<file path="src/rtl/psram_qpi_ctrl.sv">
// Purpose : QPI PSRAM master; after reset sends 0x35 in SPI mode to enter QPI, then serves
//           single read/write requests with sck/ce_n/nibble-wide dio traffic.
// Latency : read accept -> rsp_valid 2*(2+6+READ_DUMMY+8)+1 clocks; write 2*(2+6+2*bytes)+1.
// Backpr. : req_ready only in IDLE; requester holds its request until accepted, none are dropped.
// Ports   : clock/reset (sync, active-high); req_* request channel (valid/ready);
//           rsp_* one-cycle response pulse; sck/ce_n/dio_out/dio_oe/dio_in to the PSRAM pads.
module psram_qpi_ctrl #(
  parameter int READ_DUMMY = 7,
  parameter int CE_GAP     = 2,
  parameter int INIT_DELAY = 4
) (
  input  logic        clock,
  input  logic        reset,
  input  logic        req_valid,
  output logic        req_ready,
  input  logic        req_wen,
  input  logic [23:0] req_addr,
  input  logic [1:0]  req_size,
  input  logic [31:0] req_wdata,
  output logic        rsp_valid,
  output logic [31:0] rsp_rdata,
  output logic        rsp_err,
  output logic        sck,
  output logic        ce_n,
  output logic [3:0]  dio_out,
  output logic [3:0]  dio_oe,
  input  logic [3:0]  dio_in
);

  typedef enum logic [3:0] {
    INIT_WAIT, INIT_CMD, GAP, IDLE, CMD, ADDR, DUMMY, RDATA, WDATA, RESP
  } state_t;

  localparam logic [3:0] INIT_LAST  = 4'(INIT_DELAY - 1);
  localparam logic [3:0] GAP_LAST   = 4'(2 * CE_GAP - 1);
  localparam logic [3:0] DUMMY_LAST = 4'(READ_DUMMY - 1);

  state_t      state, state_n, follow;
  logic [3:0]  cnt, cnt_n, last_cnt;
  logic        ph, ph_n;          // 0 = sck low phase, 1 = sck high phase
  logic        lat_wen, lat_err;
  logic [23:0] lat_addr;
  logic [1:0]  lat_size;
  logic [31:0] lat_wdata, rdata_q;
  logic        accept, req_bad, nx_wen;
  logic [23:0] nx_addr, addr_sh;
  logic [31:0] nx_wdata;
  logic        ce_n_d, sck_d;
  logic [3:0]  oe_d, out_d;
  logic [7:0]  cmd_byte, init_sh;

  assign accept  = (state == IDLE) && req_valid;
  assign req_bad = (req_size == 2'd3) ||
                   ((req_size == 2'd2) && (req_addr[1:0] != 2'b00)) ||
                   ((req_size == 2'd1) && req_addr[0]);

  // Pad outputs are registered from next-state values, so the accepting cycle
  // must see the incoming request fields before they are latched.
  assign nx_wen   = accept ? req_wen   : lat_wen;
  assign nx_addr  = accept ? req_addr  : lat_addr;
  assign nx_wdata = accept ? req_wdata : lat_wdata;

  // Per serial state: index of the last nibble/period and the state that follows.
  always_comb begin
    last_cnt = 4'd7;
    follow   = RESP;
    case (state)
      INIT_CMD: begin last_cnt = 4'd7; follow = GAP; end
      CMD:      begin last_cnt = 4'd1; follow = ADDR; end
      ADDR:     begin last_cnt = 4'd5; follow = lat_wen ? WDATA : DUMMY; end
      DUMMY:    begin last_cnt = DUMMY_LAST; follow = RDATA; end
      RDATA:    begin last_cnt = 4'd7; follow = RESP; end
      WDATA: begin
        follow = RESP;
        case (lat_size)
          2'd0:    last_cnt = 4'd1;
          2'd1:    last_cnt = 4'd3;
          default: last_cnt = 4'd7;
        endcase
      end
      default: ;
    endcase
  end

  always_comb begin
    state_n = state;
    cnt_n   = cnt;
    ph_n    = ph;
    case (state)
      INIT_WAIT: begin
        if (cnt == INIT_LAST) begin state_n = INIT_CMD; cnt_n = 4'd0; ph_n = 1'b0; end
        else cnt_n = cnt + 4'd1;
      end
      GAP: begin
        if (cnt == GAP_LAST) begin state_n = IDLE; cnt_n = 4'd0; end
        else cnt_n = cnt + 4'd1;
      end
      IDLE: begin
        if (accept) begin
          state_n = req_bad ? RESP : CMD;
          cnt_n   = 4'd0;
          ph_n    = 1'b0;
        end
      end
      RESP: begin
        state_n = lat_err ? IDLE : GAP;
        cnt_n   = 4'd0;
        ph_n    = 1'b0;
      end
      INIT_CMD, CMD, ADDR, DUMMY, RDATA, WDATA: begin
        ph_n = ~ph;
        if (ph) begin
          if (cnt == last_cnt) begin state_n = follow; cnt_n = 4'd0; end
          else cnt_n = cnt + 4'd1;
        end
      end
      default: state_n = INIT_WAIT;
    endcase
  end

  // Pad drive for the upcoming cycle. Data nibble order is b0 hi, b0 lo, b1 hi ...
  always_comb begin
    ce_n_d   = 1'b1;
    sck_d    = 1'b0;
    oe_d     = 4'h0;
    out_d    = 4'h0;
    cmd_byte = nx_wen ? 8'h38 : 8'hEB;
    init_sh  = 8'h35 << cnt_n[2:0];
    addr_sh  = nx_addr << {cnt_n[2:0], 2'b00};
    case (state_n)
      INIT_CMD: begin ce_n_d = 1'b0; sck_d = ph_n; oe_d = 4'b0001; out_d = {3'b000, init_sh[7]}; end
      CMD:      begin ce_n_d = 1'b0; sck_d = ph_n; oe_d = 4'hF; out_d = cnt_n[0] ? cmd_byte[3:0] : cmd_byte[7:4]; end
      ADDR:     begin ce_n_d = 1'b0; sck_d = ph_n; oe_d = 4'hF; out_d = addr_sh[23:20]; end
      DUMMY:    begin ce_n_d = 1'b0; sck_d = ph_n; end
      RDATA:    begin ce_n_d = 1'b0; sck_d = ph_n; end
      WDATA:    begin ce_n_d = 1'b0; sck_d = ph_n; oe_d = 4'hF;
                      out_d = nx_wdata[{cnt_n[2:1], ~cnt_n[0], 2'b00} +: 4]; end
      default: ;
    endcase
  end

  always_ff @(posedge clock) begin
    if (reset) begin
      state     <= INIT_WAIT;
      cnt       <= 4'd0;
      ph        <= 1'b0;
      ce_n      <= 1'b1;
      sck       <= 1'b0;
      dio_oe    <= 4'h0;
      dio_out   <= 4'h0;
      req_ready <= 1'b0;
      rsp_valid <= 1'b0;
      rsp_rdata <= 32'h0;
      rsp_err   <= 1'b0;
      lat_wen   <= 1'b0;
      lat_err   <= 1'b0;
      lat_addr  <= 24'h0;
      lat_size  <= 2'd0;
      lat_wdata <= 32'h0;
      rdata_q   <= 32'h0;
    end else begin
      state     <= state_n;
      cnt       <= cnt_n;
      ph        <= ph_n;
      ce_n      <= ce_n_d;
      sck       <= sck_d;
      dio_oe    <= oe_d;
      dio_out   <= out_d;
      req_ready <= (state_n == IDLE);
      if (accept) begin
        lat_wen   <= req_wen;
        lat_err   <= req_bad;
        lat_addr  <= req_addr;
        lat_size  <= req_size;
        lat_wdata <= req_wdata;
      end
      // Sample on the edge that ends the sck high phase.
      if ((state == RDATA) && ph)
        rdata_q[{cnt[2:1], ~cnt[0], 2'b00} +: 4] <= dio_in;
      rsp_valid <= (state == RESP);
      if (state == RESP) begin
        rsp_err   <= lat_err;
        rsp_rdata <= (lat_wen || lat_err) ? 32'h0 : rdata_q;
      end
    end
  end

endmodule

</file>
<file path="config.mk">
export PLATFORM = sky130hd
export DESIGN_NAME = psram_qpi_ctrl
export DESIGN_NICKNAME = d
export VERILOG_FILES = /design/src/rtl/psram_qpi_ctrl.sv
export SDC_FILE = /design/constraint.sdc
export NUM_CORES = 1
export LEC_CHECK = 0
export BUFFER_PORTS_ARGS = -buffer_cell sky130_fd_sc_hd__buf_2
export CAP_MARGIN = 10
export CORE_MARGIN = 8
export CORE_UTILIZATION = 56
export DETAILED_ROUTE_END_ITERATION = 12
export PLACE_DENSITY_LB_ADDON = 0.05
export SETUP_SLACK_MARGIN = 0.02
export SYNTH_ARGS = -nofsm -noshare
export SYNTH_HDL_FRONTEND = slang
export SYNTH_SLANG_ARGS = --single-unit
export TNS_END_PERCENT = 100
</file>
<file path="constraint.sdc">
create_clock -name clock -period 4.1 [get_ports clock]
set_input_delay 0.205 -clock clock [delete_from_list [all_inputs] [get_ports clock]]
set_output_delay 0.205 -clock clock [all_outputs]
set_load 0.005 [all_outputs]
</file>
==> impl_metrics.csv, run 1 <==
group,metric,value,unit
run_status,status,"finished, final reports clean",
layout,area_growth,28.8,%
clock_network,cts_hold_buf,57,
sta,period_minus_slack,3.71,ns
global_route,globalRouteMet3Util,6.00,%
floorplanning,start_util,57.3,%
floorplanning,die_w,121,um
sta,fin_ws,0.392,ns
route,wirelength,17300,um
placement,place_congestion,0.846,
logic_synthesis,synth_cell_type_count,67,
critical_path,required,4.56,ns
sta,setup_viol,0,
layout,diodes,0,
sta,finalCritPeriodShare,90.4,%
global_route,grt_pass1_vias,5556,
route,antenna_left,0,
floorplanning,ios,111,
logic_synthesis,ys_seq_elements,144,
pwr,ir_drop,0.000345,V
sta,tns,0,ns
clock_network,cts_setup_buffers,0,
global_route,grt_usage,24.0,%
logic_synthesis,synth_top_area_cell,"dfxtp_1",
logic_synthesis,ys_async_sr_fraction,0,%
clock_network,cts.sinks,144,
global_route,grt_max_degree,68,
route,drcViolationCount,0,
logic_synthesis,yosysMostFrequentCell,"dfxtp_1",
sta,hold_ws,0.0323,ns
placement,place_area,0.00684,sq mm
logic_synthesis,ys_seq_area_share,46.4,%
sta,slew_headroom,44.1,%
logic_synthesis,yosys-top-cells-area,"dfxtp_1 46%, mux2i_1 14%, nor2_1 5.7%",
critical_path,critPathLaunchType,"flip-flop",
clock_network,ctsRootBufferMaster,"clkbuf_8",
logic_synthesis,syn_inst,672,
sta,rsz0062_at_grt,"no",
sta,finalHoldViolations,0,
sta,skew,0.00908,ns
logic_synthesis,synth_common_cells,"144 x dfxtp_1, 95 x nor2_1, 86 x mux2i_1",
pwr,p_leak,0.00336,uW
clock_network,cts_buffers,17,
logic_synthesis,syn_nets,744,
logic_synthesis,synth_area,0.00621,sq mm
logic_synthesis,ys_warn_count,0,
clock_network,clkTransAtPathRegs,0.06,ns
critical_path,cp-end-kind,"flip-flop",
sta,worst_pin_slew,0.838,ns
pwr,powerDensity,439,mW/mm^2
layout,fillers,781,
floorplanning,dieArea,0.0147,sq mm
global_route,grt_first_pass_wirelength,28200,um
placement,hpwlAfterDp,11600,um
logic_synthesis,synthFlopType,"dfxtp_1",
layout,drive_gt1_share,20.9,%
clock_network,cts_tree,"done",
global_route,use_met1,27.5,%
critical_path,critPathKind,"reg2reg",
global_route,met2_usage,41.1,%
route,routedWlPerCell,17.8,um
logic_synthesis,synth_edf_count,0,
global_route,gr-total-overflow,0,
placement,port_buffers,110,
layout,fin_area,0.00800,sq mm
sta,final-max-slew-violation-count,0,
floorplanning,core,0.0108,sq mm
clock_network,clock_latency,0.54,ns
floorplanning,row_count,38,
layout,fin_nets,892,
flow_run,drv_cap,0,
sta,timing.fmax,270,MHz
clock_network,cts-resized-gates,0,
critical_path,cp.arrival,4.17,ns
global_route,antenna_found_initial,0,
route,drt-initial-drc-count,326,
route,dr.pass1.iters,5,
worst_hold_path,hp-class,"in2reg",
placement,dp_worst_setup_slack,0.423,ns
logic_synthesis,synth_top_cell_area_share,46.4,%
logic_synthesis,synth_area_per_cell,9.24,sq um
critical_path,crit_fanout,20,
clock_network,cts_buffer_depth,2,
floorplanning,fp.dieH,121,um
route,vias,5494,
global_route,grt-busiest-layer,"met2",
clock_network,htreeDepth,4,
route,vias_per_cell,5.65,
==> critical path, cell delays in order, from the launching register on <==
cell,delay (ns)
dfxtp_1,0.50
or3b_1,0.46
a2111o_1,0.46
a311oi_4,0.50
a211oi_1,0.17
a311oi_1,0.47
nand2b_1,0.23
nor4_2,0.48
a22oi_1,0.17
a41oi_2,0.20
==> through the flow <==
stage	total power (uW)	util (%)	std cells
2_1_floorplan	1850	-	672
3_3_place_gp	1970	63.1	884
3_5_place_dp	1990	63.1	884
4_1_cts	3530	73.8	973
5_1_grt	3650	73.8	973
6_report	3510	73.8	973
==> cells by family after synthesis <==
kind of cell	after synthesis	synth area share [%]
AND/OR/NAND/NOR	228	16.6
flip-flops	144	46.4
multiplexers	89	14.8
XOR/XNOR	2	0.282
buffers and inverters	59	3.95
adder cells (fa/ha/maj)	6	1.21
AO/OA/AOI/OAI	144	16.8
==> where the power goes <==
group | internal (uW) | total (uW) | switching (uW)
Combinational | 240 | 563 | 322
Clock | 891 | 1500 | 612
Sequential | 1410 | 1440 | 28.4
Total | 2540 | 3510 | 963
==> flip-flops by register name (all words and copies together), names as in the netlist, 2 cells and up <==
register,cells
rsp_rdata,32
lat_size,2
dio_oe,2
lat_wdata,32
rdata_q,32
lat_addr,24
dio_out,4
cnt,4
state,4
==> per-layer routing <==
layer / routed length (um) / part of all wire, %
met1: 7070 / 41
met4: 525 / 3.0
met5: 0 / 0
met2: 8780 / 51
met3: 952 / 5.5
==> layout make-up <==
| type | count | area (sq um) | area share [%] |
|---|---|---|---|
| clock buffer | 18 | 428 | 5.35 |
| clock inverter | 14 | 155 | 1.94 |
| inverter | 7 | 26.3 | 0.329 |
| multi-input combinational | 469 | 3100 | 38.8 |
| sequential | 144 | 2880 | 36.1 |
| tap | 140 | 175 | 2.19 |
| timing repair buffer | 181 | 1230 | 15.4 |
==> placed cells by master, fill, tap and decap left out, types with 3 or more instances in the layout <==
cell           Yosys  final
ha_1               6      6
clkinv_2           0      3
and2_1             5      5
dfxtp_1          144    144
nand3_1           10     10
a21oi_1           46     45
inv_1              6      6
a21o_1             4      4
o22ai_1            4      4
nand2b_1           5      5
a2111oi_0          3      3
nor3_1             4      4
a22oi_1            3      3
mux2i_1           86     86
o21ai_0           12     12
a211oi_1           3      3
nor2_1            95     95
clkinvlp_4         0      3
nor3b_1            3      3
nor2b_1            8      8
buf_4              4     15
o21a_1             4      4
clkbuf_16          0     16
buf_2              7    109
a22o_1            33     33
dlygate4sd3_1      0     57
a211o_1            5      5
a31oi_1            3      3
nand2_1           75     75
==> worst paths after layout <==
| check | from | to | cells after the start | slack [ns] |
|---|---|---|---|---|
| setup reg to reg | state[2]$_SDFF_PP0_ | dio_out[0]$_SDFF_PP0_ | 9 | 0.39 |
| hold / removal | dio_in[2] | rdata_q[2]$_SDFFE_PP0P_ | 3 | 0.03 |
| setup / recovery | state[2]$_SDFF_PP0_ | dio_out[0]$_SDFF_PP0_ | 9 | 0.39 |
| hold reg to reg | lat_wdata[22]$_SDFF_PP0_ | lat_wdata[22]$_SDFF_PP0_ | 2 | 0.45 |
No activity file was read; power rests on OpenSTA's default activity.
==> run 2: changes to the inputs <==
CORE_UTILIZATION = 50   (was 56)
==> run 2 against run 1 <==
Net effect: sequential share of layout area rose by 2.4 points; first-iteration DRC count fell by 16%; count of clock-buffer cells in the layout rose by 3; critical path depth rose by 2; clock skew barely moved; critical path type unchanged; largest cell class unchanged.
==> impl_metrics.csv, run 2 (synthesis gave the netlist of run 1 again) <==
group,metric,value,unit
sta,period_minus_slack,3.57,ns
floorplanning,die_w,127,um
critical_path,required,4.44,ns
clock_network,htreeDepth,4,
layout,fin_area,0.00749,sq mm
critical_path,cp.arrival,3.91,ns
floorplanning,start_util,51.5,%
pwr,p_leak,0.00313,uW
route,drcViolationCount,0,
worst_hold_path,hold_end,"lat_addr[9]$_SDFF_PP0_",
critical_path,crit_fanout,11,
global_route,grt_pass1_vias,5219,
sta,worst_pin_slew,0.961,ns
sta,final-max-slew-violation-count,0,
global_route,grt-busiest-layer,"met2",
placement,place_area,0.00690,sq mm
placement,port_buffers,110,
sta,setup_viol,0,
global_route,use_met1,23.7,%
sta,finalHoldViolations,0,
sta,skew,0.00868,ns
placement,hpwlAfterDp,11600,um
pwr,ir_drop,0.000285,V
clock_network,clkTransAtPathRegs,0.06,ns
clock_network,cts_setup_buffers,0,
clock_network,cts_hold_buf,0,
floorplanning,dieArea,0.0162,sq mm
global_route,grt_first_pass_wirelength,26200,um
route,dr.pass1.iters,4,
critical_path,critPathKind,"reg2reg",
global_route,gr-total-overflow,0,
layout,layout_commonest_cell,"dfxtp_1",
global_route,met2_usage,34.0,%
clock_network,cts_buffer_depth,2,
placement,dp_worst_setup_slack,0.588,ns
clock_network,clock_latency,0.42,ns
floorplanning,core,0.0121,sq mm
global_route,antenna_found_initial,0,
sta,finalCritPeriodShare,87.1,%
layout,diodes,0,
floorplanning,row_count,40,
floorplanning,fp.dieH,127,um
clock_network,cts-resized-gates,0,
clock_network,cts_tree,"done",
critical_path,critPathLaunchType,"flip-flop",
sta,tns,0,ns
layout,fin_nets,837,
global_route,grt_usage,20.0,%
critical_path,r2r_cells,11,
flow_run,drv_cap,0,
run_status,status,"finished, final reports clean",
critical_path,r2r_end,"dio_out[2]$_SDFF_PP0_",
critical_path,cp-end-kind,"flip-flop",
layout,reg_top3,"lat_wdata (32), rdata_q (32), rsp_rdata (32)",
pwr,powerDensity,468,mW/mm^2
sta,fin_ws,0.529,ns
critical_path,reg2reg_slack,0.53,ns
route,vias,5097,
sta,timing.fmax,280,MHz
layout,final_cell_mix,"144 x dfxtp_1, 109 x buf_2, 95 x nor2_1",
clock_network,cts_buffers,17,
clock_network,cts.sinks,144,
clock_network,ctsRootBufferMaster,"clkbuf_16",
floorplanning,ios,111,
critical_path,r2r-start,"state[2]$_SDFF_PP0_",
sta,hold_ws,0.0233,ns
route,antenna_left,0,
worst_hold_path,hp-class,"in2reg",
layout,drive_gt1_share,22.4,%
worst_hold_path,whs_path_depth,3,
sta,slew_headroom,35.8,%
worst_hold_path,min_from,"req_addr[9]",
global_route,globalRouteMet3Util,4.66,%
placement,place_congestion,0.881,
route,vias_per_cell,5.39,
layout,area_growth,20.7,%
route,routedWlPerCell,16.7,um
route,wirelength,15800,um
layout,fillers,1071,
global_route,grt_max_degree,77,
critical_path,startpoint,"state[2]$_SDFF_PP0_",
sta,rsz0062_at_grt,"no",
route,drt-initial-drc-count,275,
==> run 2: per-stage QoR <==
| stage | total power (uW) | util [%] | std cells |
|---|---|---|---|
| detailed placement | 2010 | 57.2 | 914 |
| global route | 3660 | 62.1 | 946 |
| global placement | 2000 | 57.2 | 914 |
| finish | 3510 | 62.1 | 946 |
| floorplan | 1850 | - | 672 |
| CTS | 3540 | 62.1 | 946 |
==> run 2: layout make-up <==
cell class	count	area, sq um	area share [%]
Multi-Input combinational cell	469	3100	41.4
Sequential cell	144	2880	38.5
Timing Repair Buffer	126	686	9.15
Clock buffer	21	460	6.14
Tap cell	168	210	2.80
Clock inverter	11	130	1.74
Inverter	7	26.3	0.351
==> run 2: worst max-delay path by stage <==
stage,to,slack [ns],cells after the start
floorplan,dio_out[3]$_SDFF_PP0_,0.77,11
global placement,dio_out[2]$_SDFF_PP0_,0.65,11
detailed placement,dio_out[2]$_SDFF_PP0_,0.59,11
CTS,dio_out[2]$_SDFF_PP0_,0.54,11
global route,dio_out[0]$_SDFF_PP0_,0.21,10
finish,dio_out[2]$_SDFF_PP0_,0.53,11
==> run 2: report_power, final <==
| group | internal [uW] | total (uW) | switching [uW] |
|---|---|---|---|
| logic | 218 | 543 | 326 |
| clock network | 932 | 1530 | 594 |
| registers | 1410 | 1440 | 24.4 |
| total | 2560 | 3510 | 944 |
==> run 2: layer usage <==
metal / part of all wire (%) / wire, um
met3: 4.0 / 633
met1: 45 / 7080
met5: 0 / 0
met2: 49 / 7770
met4: 2.0 / 324
==> run 2: worst max-delay path, stage by stage (launching register included) <==
cell and delay (ns):
dfxtp_1 0.43, buf_4 0.22, or3b_1 0.45, o221ai_1 0.36, a21oi_1 0.14, a211oi_2 0.66, inv_2 0.24, buf_4 0.24
mux2_2 0.27, o21ai_0 0.18, a22oi_1 0.11, a31oi_1 0.19
==> run 3: changes to the inputs <==
ABC_AREA = 1   (was default)
SLEW_MARGIN = 30   (was default)
==> run 3 against run 2 <==
Net effect: non-clock buffer count is 6 lower; via count is 16% higher; sequential share of layout area is 1.5 points lower; combinational power is 18% lower; critical path depth is 3 higher; routed wire length is 7.1% higher; worst setup slack better by 0.43 ns; first-iteration DRC count is 1.1% lower; clock skew is 0.0021 ns lower; register-to-register slack better by 0.43 ns; sequential power hardly changed; fmax is 14% higher.
==> impl_metrics.csv, run 3 <==
group,metric,value,unit
floorplanning,dieArea,0.0171,sq mm
placement,port_buffers,110,
layout,reg_top3,"lat_wdata (32), rdata_q (32), rsp_rdata (32)",
flow_run,drv_cap,0,
logic_synthesis,syn_nets,970,
critical_path,cp-end-kind,"flip-flop",
route,drcViolationCount,0,
run_status,status,"finished, final reports clean",
pwr,ir_drop,0.000302,V
pwr,p_leak,0.00411,uW
logic_synthesis,ys_seq_elements,144,
sta,skew,0.00654,ns
sta,rsz0062_at_grt,"no",
sta,slew_headroom,44.2,%
critical_path,crit_fanout,34,
clock_network,cts.sinks,144,
floorplanning,ios,111,
logic_synthesis,ys_warn_count,0,
sta,finalHoldViolations,0,
global_route,antenna_found_initial,0,
sta,worst_pin_slew,0.836,ns
route,vias,5927,
critical_path,critPathKind,"reg2reg",
floorplanning,fp.dieH,131,um
floorplanning,start_util,50.4,%
clock_network,clock_latency,0.42,ns
sta,finalCritPeriodShare,76.6,%
route,vias_per_cell,5.03,
logic_synthesis,synth_top_area_cell,"dfxtp_1",
route,routedWlPerCell,14.4,um
clock_network,cts-resized-gates,0,
layout,fin_nets,1063,
floorplanning,die_w,131,um
critical_path,cp.arrival,3.45,ns
logic_synthesis,yosysMostFrequentCell,"nand2_1",
logic_synthesis,synth_edf_count,0,
sta,hold_ws,0.0469,ns
floorplanning,row_count,42,
clock_network,cts_tree,"done",
global_route,use_met1,24.7,%
route,antenna_left,0,
layout,drive_gt1_share,19.9,%
logic_synthesis,synth_area,0.00657,sq mm
route,drt-initial-drc-count,272,
floorplanning,core,0.0130,sq mm
pwr,powerDensity,440,mW/mm^2
layout,final_cell_mix,"166 x nand2_1, 144 x dfxtp_1, 128 x nand3_1",
sta,final-max-slew-violation-count,0,
global_route,globalRouteMet3Util,5.32,%
logic_synthesis,ys_seq_area_share,43.9,%
sta,period_minus_slack,3.14,ns
global_route,grt_max_degree,82,
placement,place_congestion,0.934,
worst_hold_path,min_from,"req_wdata[3]",
critical_path,required,4.41,ns
clock_network,cts_buffer_depth,2,
critical_path,critPathLaunchType,"flip-flop",
logic_synthesis,synth_cell_type_count,39,
clock_network,cts_setup_buffers,0,
placement,hpwlAfterDp,12300,um
logic_synthesis,synth_common_cells,"167 x nand2_1, 144 x dfxtp_1, 128 x nand3_1",
clock_network,cts_buffers,17,
sta,setup_viol,0,
global_route,grt-busiest-layer,"met2",
logic_synthesis,synth_area_per_cell,7.31,sq um
global_route,gr-total-overflow,0,
layout,area_growth,18.9,%
clock_network,cts_hold_buf,0,
logic_synthesis,synthFlopType,"dfxtp_1",
worst_hold_path,hp-class,"in2reg",
sta,tns,0,ns
route,wirelength,16900,um
global_route,met2_usage,35.6,%
global_route,grt_first_pass_wirelength,28200,um
logic_synthesis,yosys-top-cells-area,"dfxtp_1 44%, nand3_1 9.8%, nand2_1 9.5%",
clock_network,ctsRootBufferMaster,"clkbuf_16",
logic_synthesis,ys_async_sr_fraction,0,%
critical_path,r2r-start,"cnt[0]$_SDFF_PP0_",
clock_network,htreeDepth,4,
clock_network,clkTransAtPathRegs,0.06,ns
route,dr.pass1.iters,4,
critical_path,startpoint,"cnt[0]$_SDFF_PP0_",
layout,layout_commonest_cell,"nand2_1",
sta,timing.fmax,318,MHz
layout,diodes,0,
global_route,grt_usage,20.9,%
logic_synthesis,synth_top_cell_area_share,43.9,%
logic_synthesis,syn_inst,898,
global_route,grt_pass1_vias,5865,
[run 3: cell count changes after synthesis, moves of 8 or more]
cell | previous run | this run
mux2i_1 | 86 | 34
nand3_1 | 10 | 128
inv_1 | 6 | 78
o21ai_0 | 12 | 49
a22o_1 | 33 | 0
nor2_1 | 95 | 114
or2_2 | 1 | 25
nand2_1 | 75 | 167
nor2b_1 | 8 | 0
[run 3: stage by stage]
stage               setup slack (ns)  power, uW  cells  util (%)  cell area (sq um)
floorplan                       1.91       1790    898         -               6570
global placement                1.02       1900   1148      55.3               7210
detailed placement             0.982       1890   1148      55.3               7210
CTS                            0.962       3470   1179      59.9               7810
global route                   0.639       3590   1179      59.9               7810
finish                         0.958       3440   1179      59.9               7810
[run 3: final cells by class]
| cell class | count | area (sq um) |
|---|---|---|
| Inverter | 82 | 308 |
| Timing Repair Buffer | 120 | 626 |
| Clock buffer | 19 | 443 |
| Multi-Input combinational cell | 626 | 3170 |
| Clock inverter | 12 | 159 |
| Sequential cell | 144 | 2880 |
| Tap cell | 176 | 220 |
| Fill cell | 1278 | 5230 |
[run 3: kinds of logic (layout without fill, tap and decap cells)]
group,Yosys count,in the layout,synth area share [%]
and+or+nand+nor,475,475,32.6
xor gates and xnor gates,1,1,0.133
buffers and inverters,128,233,7.95
AOI/OAI and AO/OA,110,110,9.05
DFF,144,144,43.9
adders and majority gates,6,6,1.14
muxes,34,34,5.18
[run 3: report_power, final]
part / internal, uW / leakage (uW) / switching, uW
clock: 973 / 0.000290 / 598
combinational: 137 / 0.00266 / 307
sequential: 1410 / 0.00116 / 15.5
total: 2520 / 0.00411 / 921
[run 3: final timing paths]
path | to | slack [ns] | depth (start not counted)
setup / recovery | dio_out[0]$_SDFF_PP0_ | 0.96 | 14
hold / removal | lat_wdata[3]$_SDFF_PP0_ | 0.05 | 3
setup reg to reg | dio_out[0]$_SDFF_PP0_ | 0.96 | 14
hold reg to reg | rdata_q[30]$_SDFFE_PP0P_ | 0.44 | 2
[run 3: layer usage]
metal / routed length [um] / up-vias
met2: 8060 / 150
li1: - / 3129
met4: 326 / 0
met1: 7580 / 2620
met3: 968 / 28
met5: 0 / -
[run 3: critical path: stages, from the launching register on]
cell     delay, ns
dfxtp_1       0.59
ha_1          0.26
nand2_1       0.07
nor2_1        0.10
nor2_1        0.07
inv_1         0.10
o21ai_0       0.08
a21oi_1       0.25
nand2_2       0.31
nand2_2       0.56
ha_1          0.35
nand2_1       0.07
nand2_1       0.06
nor2_1        0.10
a21oi_1       0.06
